--- src/rtl/stopwatch_bcd_counter_if.sv ---
// -----------------------------------------------------------------------------
// stopwatch_bcd_counter_if
//
// Control and display bundle between the stopwatch control FSM / testbench
// (master side) and the BCD stopwatch counter (slave side).
//
// Signals:
//   clear         master -> slave  one-cycle synchronous clear pulse
//   count_enable  master -> slave  level, 1 = live counter runs
//   lap_enable    master -> slave  level, 1 = display frozen at lap snapshot
//   disp_sec_t    slave -> master  displayed seconds tens digit (BCD 0-5)
//   disp_sec_o    slave -> master  displayed seconds ones digit (BCD 0-9)
//   disp_cs_t     slave -> master  displayed hundredths tens digit (BCD 0-9)
//   disp_cs_o     slave -> master  displayed hundredths ones digit (BCD 0-9)
//   wrap          slave -> master  one-cycle pulse on live rollover 59.99->00.00
// -----------------------------------------------------------------------------
interface stopwatch_bcd_counter_if;
    logic       clear;
    logic       count_enable;
    logic       lap_enable;
    logic [3:0] disp_sec_t;
    logic [3:0] disp_sec_o;
    logic [3:0] disp_cs_t;
    logic [3:0] disp_cs_o;
    logic       wrap;

    modport master (
        output clear,
        output count_enable,
        output lap_enable,
        input  disp_sec_t,
        input  disp_sec_o,
        input  disp_cs_t,
        input  disp_cs_o,
        input  wrap
    );

    modport slave (
        input  clear,
        input  count_enable,
        input  lap_enable,
        output disp_sec_t,
        output disp_sec_o,
        output disp_cs_t,
        output disp_cs_o,
        output wrap
    );
endinterface

--- src/rtl/stopwatch_bcd_counter.sv ---
// -----------------------------------------------------------------------------
// stopwatch_bcd_counter
//
// Four-digit BCD stopwatch (SS.cc, 00.00 - 59.99). A prescaler divides clk_100
// by TICK_DIV while count_enable is high; each prescaler terminal count advances
// the live count by one hundredth. The display registers follow the live count
// with zero lag unless lap_enable is high, in which case they hold a snapshot
// while the live count keeps running.
//
// Parameters:
//   TICK_DIV   clk_100 cycles per hundredth-second step (1..255)
//
// Ports:
//   clk_100    system clock, rising edge
//   rst        synchronous active-high reset
//   bus        stopwatch_bcd_counter_if.slave (clear, count_enable, lap_enable
//              in; disp_sec_t, disp_sec_o, disp_cs_t, disp_cs_o, wrap out)
//
// Build option:
//   STOPWATCH_SATURATE_EN  when defined the live count stops at 59.99 instead
//                          of wrapping and wrap is never asserted.
// -----------------------------------------------------------------------------
module stopwatch_bcd_counter #(
    parameter int unsigned TICK_DIV = 1
) (
    input  logic                          clk_100,
    input  logic                          rst,
    stopwatch_bcd_counter_if.slave        bus
);

    localparam int         NUM_DIGITS = 4;
    localparam logic [7:0] TICK_LAST  = 8'(TICK_DIV - 1);

    // Digit index: 0 = cs_o, 1 = cs_t, 2 = sec_o, 3 = sec_t
    logic [7:0]            prescale_reg;
    logic [7:0]            prescale_next;
    logic                  tick_step;
    logic                  step_eff;
    logic [3:0]            live_reg  [NUM_DIGITS];
    logic [3:0]            live_next [NUM_DIGITS];
    logic [3:0]            disp_reg  [NUM_DIGITS];
    logic [NUM_DIGITS-1:0] at_max;
    logic                  all_max;
    logic                  wrap_reg;
    logic                  wrap_next;
    logic                  zero_all;

    assign zero_all = rst | bus.clear;

    // -------------------------------------------------------------------------
    // Prescaler: only advances on enabled edges and keeps its partial count
    // across a pause so resume continues the interrupted hundredth.
    // -------------------------------------------------------------------------
    always_comb begin
        prescale_next = prescale_reg;
        tick_step     = 1'b0;
        if (bus.count_enable) begin
            if (prescale_reg == TICK_LAST) begin
                prescale_next = 8'd0;
                tick_step     = 1'b1;
            end else begin
                prescale_next = prescale_reg + 8'd1;
            end
        end
    end

    // -------------------------------------------------------------------------
    // Per-digit increment. Each digit's carry-in is the step qualified by all
    // lower digits sitting at their maximum; computing it directly from at_max
    // (instead of chaining carry bits) keeps the logic free of combinational
    // dependencies between bits of one vector. A digit at or above its maximum
    // is treated as the maximum, so an out-of-range value wraps to 0.
    // -------------------------------------------------------------------------
    generate
        for (genvar gi = 0; gi < NUM_DIGITS; gi++) begin : g_digit
            localparam logic [3:0] DIGIT_MAX = (gi == NUM_DIGITS - 1) ? 4'd5 : 4'd9;
            logic carry_in;

            assign at_max[gi] = (live_reg[gi] >= DIGIT_MAX);

            if (gi == 0) begin : g_lsd
                assign carry_in = step_eff;
            end else begin : g_upper
                assign carry_in = step_eff & (&at_max[gi-1:0]);
            end

            assign live_next[gi] = !carry_in ? live_reg[gi]
                                 : (at_max[gi] ? 4'd0 : live_reg[gi] + 4'd1);
        end
    endgenerate

    assign all_max = &at_max;

`ifdef STOPWATCH_SATURATE_EN
    // Parked at 59.99: steps are swallowed, prescaler keeps running.
    assign step_eff  = tick_step & ~all_max;
    assign wrap_next = 1'b0;
`else
    assign step_eff  = tick_step;
    assign wrap_next = tick_step & all_max;
`endif

    // -------------------------------------------------------------------------
    // State registers. rst and clear share the same zeroing path; clear also
    // overrides a frozen lap display.
    // -------------------------------------------------------------------------
    always_ff @(posedge clk_100) begin
        if (zero_all) begin
            prescale_reg <= 8'd0;
            wrap_reg     <= 1'b0;
        end else begin
            prescale_reg <= prescale_next;
            wrap_reg     <= wrap_next;
        end
    end

    generate
        for (genvar gi = 0; gi < NUM_DIGITS; gi++) begin : g_digit_reg
            always_ff @(posedge clk_100) begin
                if (zero_all) begin
                    live_reg[gi] <= 4'd0;
                    disp_reg[gi] <= 4'd0;
                end else begin
                    live_reg[gi] <= live_next[gi];
                    // Display loads the post-edge live value, so it shows the
                    // live count with no lag; during lap it simply holds.
                    if (!bus.lap_enable) begin
                        disp_reg[gi] <= live_next[gi];
                    end
                end
            end
        end
    endgenerate

    assign bus.disp_cs_o  = disp_reg[0];
    assign bus.disp_cs_t  = disp_reg[1];
    assign bus.disp_sec_o = disp_reg[2];
    assign bus.disp_sec_t = disp_reg[3];
    assign bus.wrap       = wrap_reg;

endmodule
--- src/flat_wrapper.sv ---
// flat-port wrapper written by rule: the top's interface ports become plain ports
module stopwatch_bcd_counter_flat 
#(
    parameter int unsigned TICK_DIV = 1
)
  (clk_100, rst, bus_clear, bus_count_enable, bus_lap_enable, bus_disp_sec_t, bus_disp_sec_o, bus_disp_cs_t, bus_disp_cs_o, bus_wrap);
  stopwatch_bcd_counter_if bus_i ();
  input  logic clk_100;
  input  logic rst;
  input wire logic [$bits(bus_i.clear)-1:0] bus_clear;
  input wire logic [$bits(bus_i.count_enable)-1:0] bus_count_enable;
  input wire logic [$bits(bus_i.lap_enable)-1:0] bus_lap_enable;
  output wire logic [$bits(bus_i.disp_sec_t)-1:0] bus_disp_sec_t;
  output wire logic [$bits(bus_i.disp_sec_o)-1:0] bus_disp_sec_o;
  output wire logic [$bits(bus_i.disp_cs_t)-1:0] bus_disp_cs_t;
  output wire logic [$bits(bus_i.disp_cs_o)-1:0] bus_disp_cs_o;
  output wire logic [$bits(bus_i.wrap)-1:0] bus_wrap;
  assign bus_i.clear = bus_clear;
  assign bus_i.count_enable = bus_count_enable;
  assign bus_i.lap_enable = bus_lap_enable;
  assign bus_disp_sec_t = bus_i.disp_sec_t;
  assign bus_disp_sec_o = bus_i.disp_sec_o;
  assign bus_disp_cs_t = bus_i.disp_cs_t;
  assign bus_disp_cs_o = bus_i.disp_cs_o;
  assign bus_wrap = bus_i.wrap;
  stopwatch_bcd_counter #(.TICK_DIV(TICK_DIV)) u_core (.clk_100(clk_100), .rst(rst), .bus(bus_i));
endmodule
--- config.mk ---
export PLATFORM = sky130hd
export DESIGN_NAME = stopwatch_bcd_counter_flat
export DESIGN_NICKNAME = d
export VERILOG_FILES = /design/src/rtl/stopwatch_bcd_counter_if.sv /design/src/rtl/stopwatch_bcd_counter.sv /design/src/flat_wrapper.sv
export SDC_FILE = /design/constraint.sdc
export NUM_CORES = 1
export LEC_CHECK = 0
export CAP_MARGIN = 40
export CORE_MARGIN = 2
export CORE_UTILIZATION = 30
export DETAILED_ROUTE_END_ITERATION = 16
export PLACE_DENSITY_LB_ADDON = 0.08
export SLEW_MARGIN = 20
export SYNTH_ARGS = -nofsm -noshare
export SYNTH_HDL_FRONTEND = slang
export SYNTH_SLANG_ARGS = --single-unit
--- constraint.sdc ---
create_clock -name clk_100 -period 2.5 [get_ports clk_100]
set_input_delay 0.5 -clock clk_100 [delete_from_list [all_inputs] [get_ports clk_100]]
set_output_delay 0.5 -clock clk_100 [all_outputs]
set_load 0.02 [all_outputs]
* After elaboration in Yosys (flattened, before gate mapping)
Memory sizes are Yosys's and may differ from the RTL's.
Index checks and enable logic that the tools add are counted.
** Word-level totals
- Register bits after elaboration :: 9
- Memory bits (writable) :: 32
- Logic and storage cells :: 55
- Memories kept :: 2
** Memory list
- u_core.disp_reg :: depth 4, width 4, read ports 4, clocked after memory_dff 0, write ports 4, RTL line stopwatch_bcd_counter.sv:41 : logic [3:0] disp_reg [NUM_DIGITS];
- u_core.live_reg :: depth 4, width 4, read ports 4, clocked after memory_dff 0, write ports 4, RTL line stopwatch_bcd_counter.sv:39 : logic [3:0] live_reg [NUM_DIGITS];
** Operators by class
- $add $sub $neg :: 5
- Magnitude comparators :: 4
- Mux-type cells :: 25
- Bitwise logic cells :: 13
- Reduce and logical (&&, ||, !) cells :: 4
** Operator list (number)
- $mux W4 :: 16
- $add A4 B1 Y4 const B :: 4
- $ge A4 B4 Y1 const B :: 3
- $or A1 B1 Y1 :: 9
- $add A8 B1 Y8 const B :: 1
- $logic_not A8 Y1 :: 1
- $mux W1 :: 8
- $mux W8 :: 1
- $and A1 B1 Y1 :: 4
- $ge A4 B3 Y1 const B :: 1
- $reduce_and A4 Y1 :: 1
- $reduce_and A3 Y1 :: 1
- $reduce_and A2 Y1 :: 1

* Longest topological paths before layout
Gate-level depths: netlist of run 1.
- Word-level depth :: 6
- Gate-level depth with buffers :: 8
- Depth with buffers taken out :: 6

* Least setup slack after synthesis of run 1
OpenSTA, ideal clock, no wires.
- Path kind :: register -> register
- From :: mem u_core.live_reg[0][1]
- To :: mem u_core.disp_reg[2][1] (data pin)
- Library setup time :: 270 ps
- Data arrival time :: 1692 ps
- Required time :: 2230 ps
- Setup slack :: 538 ps
- Cell stages (with the launch flop) :: 9
- Path buffers :: 2
- Period minus slack after synthesis :: 1962 ps
- Path through :: dfxtp_1 inv_1 ha_1 or3b_2 and4_1 clkbuf_2 buf_4 nand4_1 a21oi_1
** RTL lines (RTL line)
- start: declaration :: stopwatch_bcd_counter.sv:39
- end: declaration :: stopwatch_bcd_counter.sv:41

==> impl_metrics.ini, run 1 <==
[logic_synthesis]
async_flop_share_pct = 0
synth_seq_area_share_pct = 49.53
yosysWarnings = 0
netlist_instances = 194
ys_types = 39
syn_nets = 213
synth_edf_count = 16
syn_area_mm2 = 0.001981
synthFlopType = dfxtp_1
synth_seq_cells = 41
synth_area_per_cell_um2 = 10.21

[power]
swShare_pct = 23.48
p_leak_nw = 0.8463
power_per_cell_area_mw_per_mm2 = 512.6
power_frac_clock_pct = 35.0
internal-power_uw = 931.5
power.total_mw = 1.217
ir_drop_mv = 0.1890
power_frac_comb_pct = 6.8
seqPwrFrac_pct = 58.1
switching_power_uw = 285.8

[worst_setup_path]
endpoint_kind = flip-flop
r2r-end = u_core.disp_reg[2][3]
cp-startpoint = bus_count_enable
crit_path_start_kind = input pin
reg2reg_slack_ns = 0.35
reg2regPathDepth = 7
endpoint = u_core.disp_reg[2][2]
r2r-start = u_core.live_reg[0][1]
timing.critical_path.arrival_ns = 2.28
cp.required_ns = 2.61
path_class = in -> reg
path_max_fanout = 7

[die]
rows = 29
die-height_um = 85.26
chipWidth_um = 85.26
die_area_mm2 = 0.007268
start_util_pct = 31.19
io_pins = 22
core_area_mm2 = 0.006350

[placement]
dpl_cell_area_mm2 = 0.002288
hpwl_um = 3122
pre_cts_slack_ns = 0.02089
port_buffers = 21
placedCellCount = 289
gp_congestion = 0.7884

[sta]
worst_pin_slew_ns = 0.6334
drv_slew = 0
slew_headroom_pct = 57.77
fin_crit_ns = 2.168
fin_setup_tns_ns = 0
grt_setup_unrepaired = false
setup_violations = 0
fin_crit_sh_pct = 86.73
max_freq_mhz = 461.2
fin_ws_ns = 0.3318
fin_skew_ns = 0.004976
hold_violations = 0

[route]
routed_via_density = 5.064
dr.pass1.iters = 4
wl_um = 4266
detail-route-antenna-nets = 0
drtIter0Drc = 55
routedWlPerCell_um = 14.36
vias = 1504
drc = 0

[clocking]
numCtsBuffers = 5
clockBufferDepth = 2
cts_tree = built
cts-root-buf = clkbuf_8
htree_levels = 2
post_cts_resized = 0
cts_sinks = 41
postCtsSetupBuffers = 0
clkLatencyLatePin_ns = 0.29
clk_pin_slew_ns = 0.08
ctsHoldBuffers = 0

[global_route]
first_global_vias = 1535
grt_max_degree = 19
grt-ovfl-total = 0
grt_pass1_wl_um = 7348
track_usage_pct = 12.76
grt_antenna_before_repair = 0

[cells_and_area]
fin_nets = 238
antenna_cells = 0
stdcell_area_mm2 = 0.002375
layout.cells.non_filler = 297
areaGrowthSynthToFinish_pct = 19.90
final_layout_size_suffix_gt1_share_pct = 9.091
fill_cells = 623

[hold_path]
hp-start = u_core.live_reg[2][2]
hp-class = reg -> reg

[job]
cap_viol_max_count = 0

[status]
status = finished, final reports clean
[cell usage after synthesis, types with 3 or more instances]
| cell type | number | area [um2] |
|---|---|---|
| dfxtp_1 | 25 | 500.5 |
| nor2_1 | 18 | 67.56 |
| edfxtp_1 | 16 | 480.5 |
| a21oi_1 | 15 | 75.07 |
| ha_1 | 14 | 175.2 |
| inv_1 | 11 | 41.29 |
| nor3_1 | 11 | 55.05 |
| nand2_1 | 10 | 37.54 |
| xor2_1 | 7 | 61.31 |
| nand3_1 | 6 | 30.03 |
| nand4_1 | 6 | 37.54 |
| o21ai_0 | 5 | 25.02 |
| clkbuf_1 | 4 | 15.01 |
| a31oi_1 | 3 | 18.77 |
| and3_1 | 3 | 18.77 |
| nand2b_1 | 3 | 18.77 |
| o31ai_1 | 3 | 22.52 |
| or3b_2 | 3 | 26.28 |
[power groups by stage]
stage                     Combinational (mW)  Clock (mW)  Sequential, mW
after floorplan                       0.0323           0           0.737
after global placement                0.0832           0           0.723
after detailed placement              0.0840           0           0.724
after CTS                             0.0846       0.443           0.708
after global routing                  0.0898       0.473           0.709
final                                 0.0834       0.426           0.708
[metal layers]
metal,up-vias,track usage [%],part of all wire [%]
met5,-,0,0
met2,20,23.01,52
met3,6,3.891,2.9
met4,0,4.329,1.5
li1,749,-,-
met1,729,14.19,44
[placed cells by master, fill, tap and decap left out]
cell type        synthesis  routed
dfxtp_1                 25      25
clkdlybuf4s50_1          0      21
nor2_1                  18      18
edfxtp_1                16      16
a21oi_1                 15      15
ha_1                    14      14
inv_1                   11      11
nor3_1                  11      11
nand2_1                 10      10
xor2_1                   7       7
nand3_1                  6       6
nand4_1                  6       6
o21ai_0                  5       5
clkbuf_8                 0       5
buf_4                    1       5
and3_1                   3       3
or3b_2                   3       3
a31oi_1                  3       3
o31ai_1                  3       3
nand2b_1                 3       3
nor4b_4                  2       2
and4_1                   2       2
a41oi_1                  2       2
and2_1                   2       2
o211ai_1                 2       2
mux2i_1                  2       2
xnor2_1                  2       2
nand4b_1                 2       2
o32ai_1                  2       2
a211oi_1                 2       2
clkinv_2                 0       2
or3_1                    1       1
nand4_2                  1       1
or2_2                    1       1
a21boi_0                 1       1
or4_1                    1       1
nor4_1                   1       1
nor4b_1                  1       1
clkinvlp_4               0       1
[cells by family after synthesis]
group                      Yosys count  synth area share (%)
and+or+nand+nor                     74                 21.92
DFF                                 41                 49.53
AOI/OAI and AO/OA                   35                 10.80
buffers and inverters               19                 3.916
adders and majority gates           14                 8.844
xor gates and xnor gates             9                 3.980
muxes                                2                 1.011
[metrics by stage]
stage               utilization, %  hold WS (ns)
finish                       37.40        0.5436
global route                 37.40        0.5988
CTS                          37.40        0.5391
detailed placement           36.04        0.5284
global placement             36.04        0.5382
floorplan                        -        0.4739
[layout make-up]
class                           count  area (um2)  share of cell area, %
Clock inverter                      3       17.52                 0.7376
Sequential cell                    41       980.9                  41.31
Clock buffer                        5       68.82                  2.898
Tap cell                           77       96.34                  4.057
Timing Repair Buffer               26       247.7                  10.43
Multi-Input combinational cell    134       922.1                  38.83
Inverter                           11       41.29                  1.739
[how the worst min path moves through the flow]
stage	end	slack, ns	depth (start not counted)
4_1_cts	u_core.live_reg[2][2]	0.54	2
5_1_grt	u_core.live_reg[2][2]	0.60	2
6_report	u_core.live_reg[2][2]	0.54	2
2_1_floorplan	u_core.live_reg[2][2]	0.47	2
3_5_place_dp	u_core.live_reg[2][2]	0.53	2
3_3_place_gp	u_core.live_reg[2][2]	0.54	2
[worst max-delay path: stages]
cell and delay [ns]:
clkdlybuf4s50_1 0.48, nor4b_4 0.35, and4_1 0.42, nand3_1 0.21, o32ai_1 0.31
Power figures use the tool's default switching activity.
==> run 2: changes to the inputs <==
--- a/config.mk
+++ b/config.mk
@@ -6,8 +6,7 @@
 export NUM_CORES = 1
 export LEC_CHECK = 0
 export CAP_MARGIN = 40
-export CORE_MARGIN = 2
-export CORE_UTILIZATION = 30
+export CORE_UTILIZATION = 42
 export DETAILED_ROUTE_END_ITERATION = 16
 export PLACE_DENSITY_LB_ADDON = 0.08
 export SLEW_MARGIN = 20
==> run 2 against run 1 <==
  * The flow now finishes with violations (design-rule violations)
  * Critical path depth grew 2
  * Clock power grew 3%
  * Largest cell class unchanged
  * First-iteration DRC count grew 45%
  * Maximum frequency shrank 0.33%
  * Total power grew 1.3%
  * Flip-flop and latch count is the same
  * Non-clock buffer count grew 2
  * Combinational power grew 2%
  * Via count grew 0.73%
==> impl_metrics.ini, run 2 (same netlist as run 1, synthesis figures left out) <==
[die]
rows = 24
chipWidth_um = 70.67
die-height_um = 70.67
die_area_mm2 = 0.004994
start_util_pct = 44.57
core_area_mm2 = 0.004444
io_pins = 22

[sta]
setup_violations = 0
drv_slew = 0
slew_headroom_pct = 59.67
fin_crit_ns = 2.175
fin_setup_tns_ns = 0
hold_violations = 0
fin_skew_ns = 0.005817
fin_crit_sh_pct = 87.01
max_freq_mhz = 459.7
grt_setup_unrepaired = false
whs_ns = 0.5418
worst_pin_slew_ns = 0.6050
fin_ws_ns = 0.3247

[worst_setup_path]
critical_path.cell_chain = inv_1, ha_1, or3b_2, and4_1, buf_4, a41oi_1, nor3_1
crit_path_start_kind = flip-flop
slowest_stage = or3b_2
path_class = reg -> reg
path_max_fanout = 7
endpoint_kind = flip-flop
cp_num_buf_inv = 2
cp.required_ns = 2.52
max_stage_delay_ns = 0.50
reg2reg_slack_ns = 0.32
critical-path-top-delay-family = simple AND/OR/NAND/NOR gates
timing.critical_path.arrival_ns = 2.20

[placement]
hpwl_um = 2756
gp_congestion = 0.8259
pre_cts_slack_ns = 0.09215
port_buffers = 21

[route]
drc = 4
detail-route-antenna-nets = 0
dr.pass1.iters = 10
vias = 1515
wl_um = 3896
drtIter0Drc = 80
routedWlPerCell_um = 14.22
routed_via_density = 5.529

[power]
swShare_pct = 21.60
power_frac_clock_pct = 35.6
power.total_mw = 1.233
switching_power_uw = 266.3
power_frac_comb_pct = 6.9
seqPwrFrac_pct = 57.4
p_leak_nw = 0.8575
power_per_cell_area_mw_per_mm2 = 521.8
ir_drop_mv = 0.2640
internal-power_uw = 966.3

[clocking]
numCtsBuffers = 5
clk_pin_slew_ns = 0.07
htree_levels = 2
cts_sinks = 41
cts-root-buf = clkbuf_8
clkLatencyLatePin_ns = 0.29
postCtsSetupBuffers = 0
clockBufferDepth = 2
cts_tree = built
ctsHoldBuffers = 0
post_cts_resized = 0

[hold_path]
hp-class = reg -> reg

[cells_and_area]
areaGrowthSynthToFinish_pct = 19.27
final_common_cell = dfxtp_1
fin_util_pct = 53.15
seqCellArea_um2 = 980.9
fill_cells = 404
final_layout_size_suffix_gt1_share_pct = 9.009
antenna_cells = 0
fin_nets = 240
multiInputGateArea_um2 = 922.1
layout_common_cells = 25 x dfxtp_1, 21 x clkdlybuf4s50_1, 18 x nor2_1

[global_route]
grt_antenna_before_repair = 0
grt_max_degree = 19
grt_pass1_wl_um = 6596
track_usage_pct = 16.83
first_global_vias = 1484
grt-ovfl-total = 0

[status]
status = finished with violations
failed_checks = design-rule violations

[job]
cap_viol_max_count = 0
[run 2: tightest hold or removal path: cells and delay by family (launching register included)]
family / cells / cell delay (ns)
AO/OA/AOI/OAI: 1 / 0.06
AND/OR/NAND/NOR: 1 / 0.09
flip-flops: 1 / 0.35
[run 2: worst paths after layout]
check | from | endpoint | cells after the start
max | u_core.live_reg[0][1] | u_core.disp_reg[1][3] | 7
min | u_core.live_reg[1][0] | u_core.live_reg[1][0] | 2
max reg2reg | u_core.live_reg[0][1] | u_core.disp_reg[1][3] | 7
min reg2reg | u_core.live_reg[1][0] | u_core.live_reg[1][0] | 2
[run 2: routing by layer]
metal	share of wire [%]	vias to the layer above	track usage, %
met4	1.7	0	6.667
met2	49	44	30.85
li1	-	751	-
met5	0	-	0
met1	45	713	19.26
met3	4.4	7	3.419
[run 2: cell type report]
type                       instances  area share [%]
timing repair buffer              28           11.12
tap                               52           2.754
sequential                        41           41.53
inverter                          11           1.748
multi-input combinational        134           39.04
clock buffer                       8           3.814
[run 2: power by group through the flow]
stage	Sequential (mW)	Combinational, mW	Clock (mW)
3_5_place_dp	0.724	0.0863	0
2_1_floorplan	0.737	0.0323	0
5_1_grt	0.709	0.0931	0.479
6_report	0.708	0.0853	0.439
3_3_place_gp	0.723	0.0846	0
4_1_cts	0.708	0.0864	0.452
[run 2: per-stage QoR]
stage / cell area [um2] / cells
6_report: 2362 / 274
5_1_grt: 2362 / 274
4_1_cts: 2362 / 274
3_5_place_dp: 2272 / 266
3_3_place_gp: 2272 / 266
2_1_floorplan: 1981 / 194
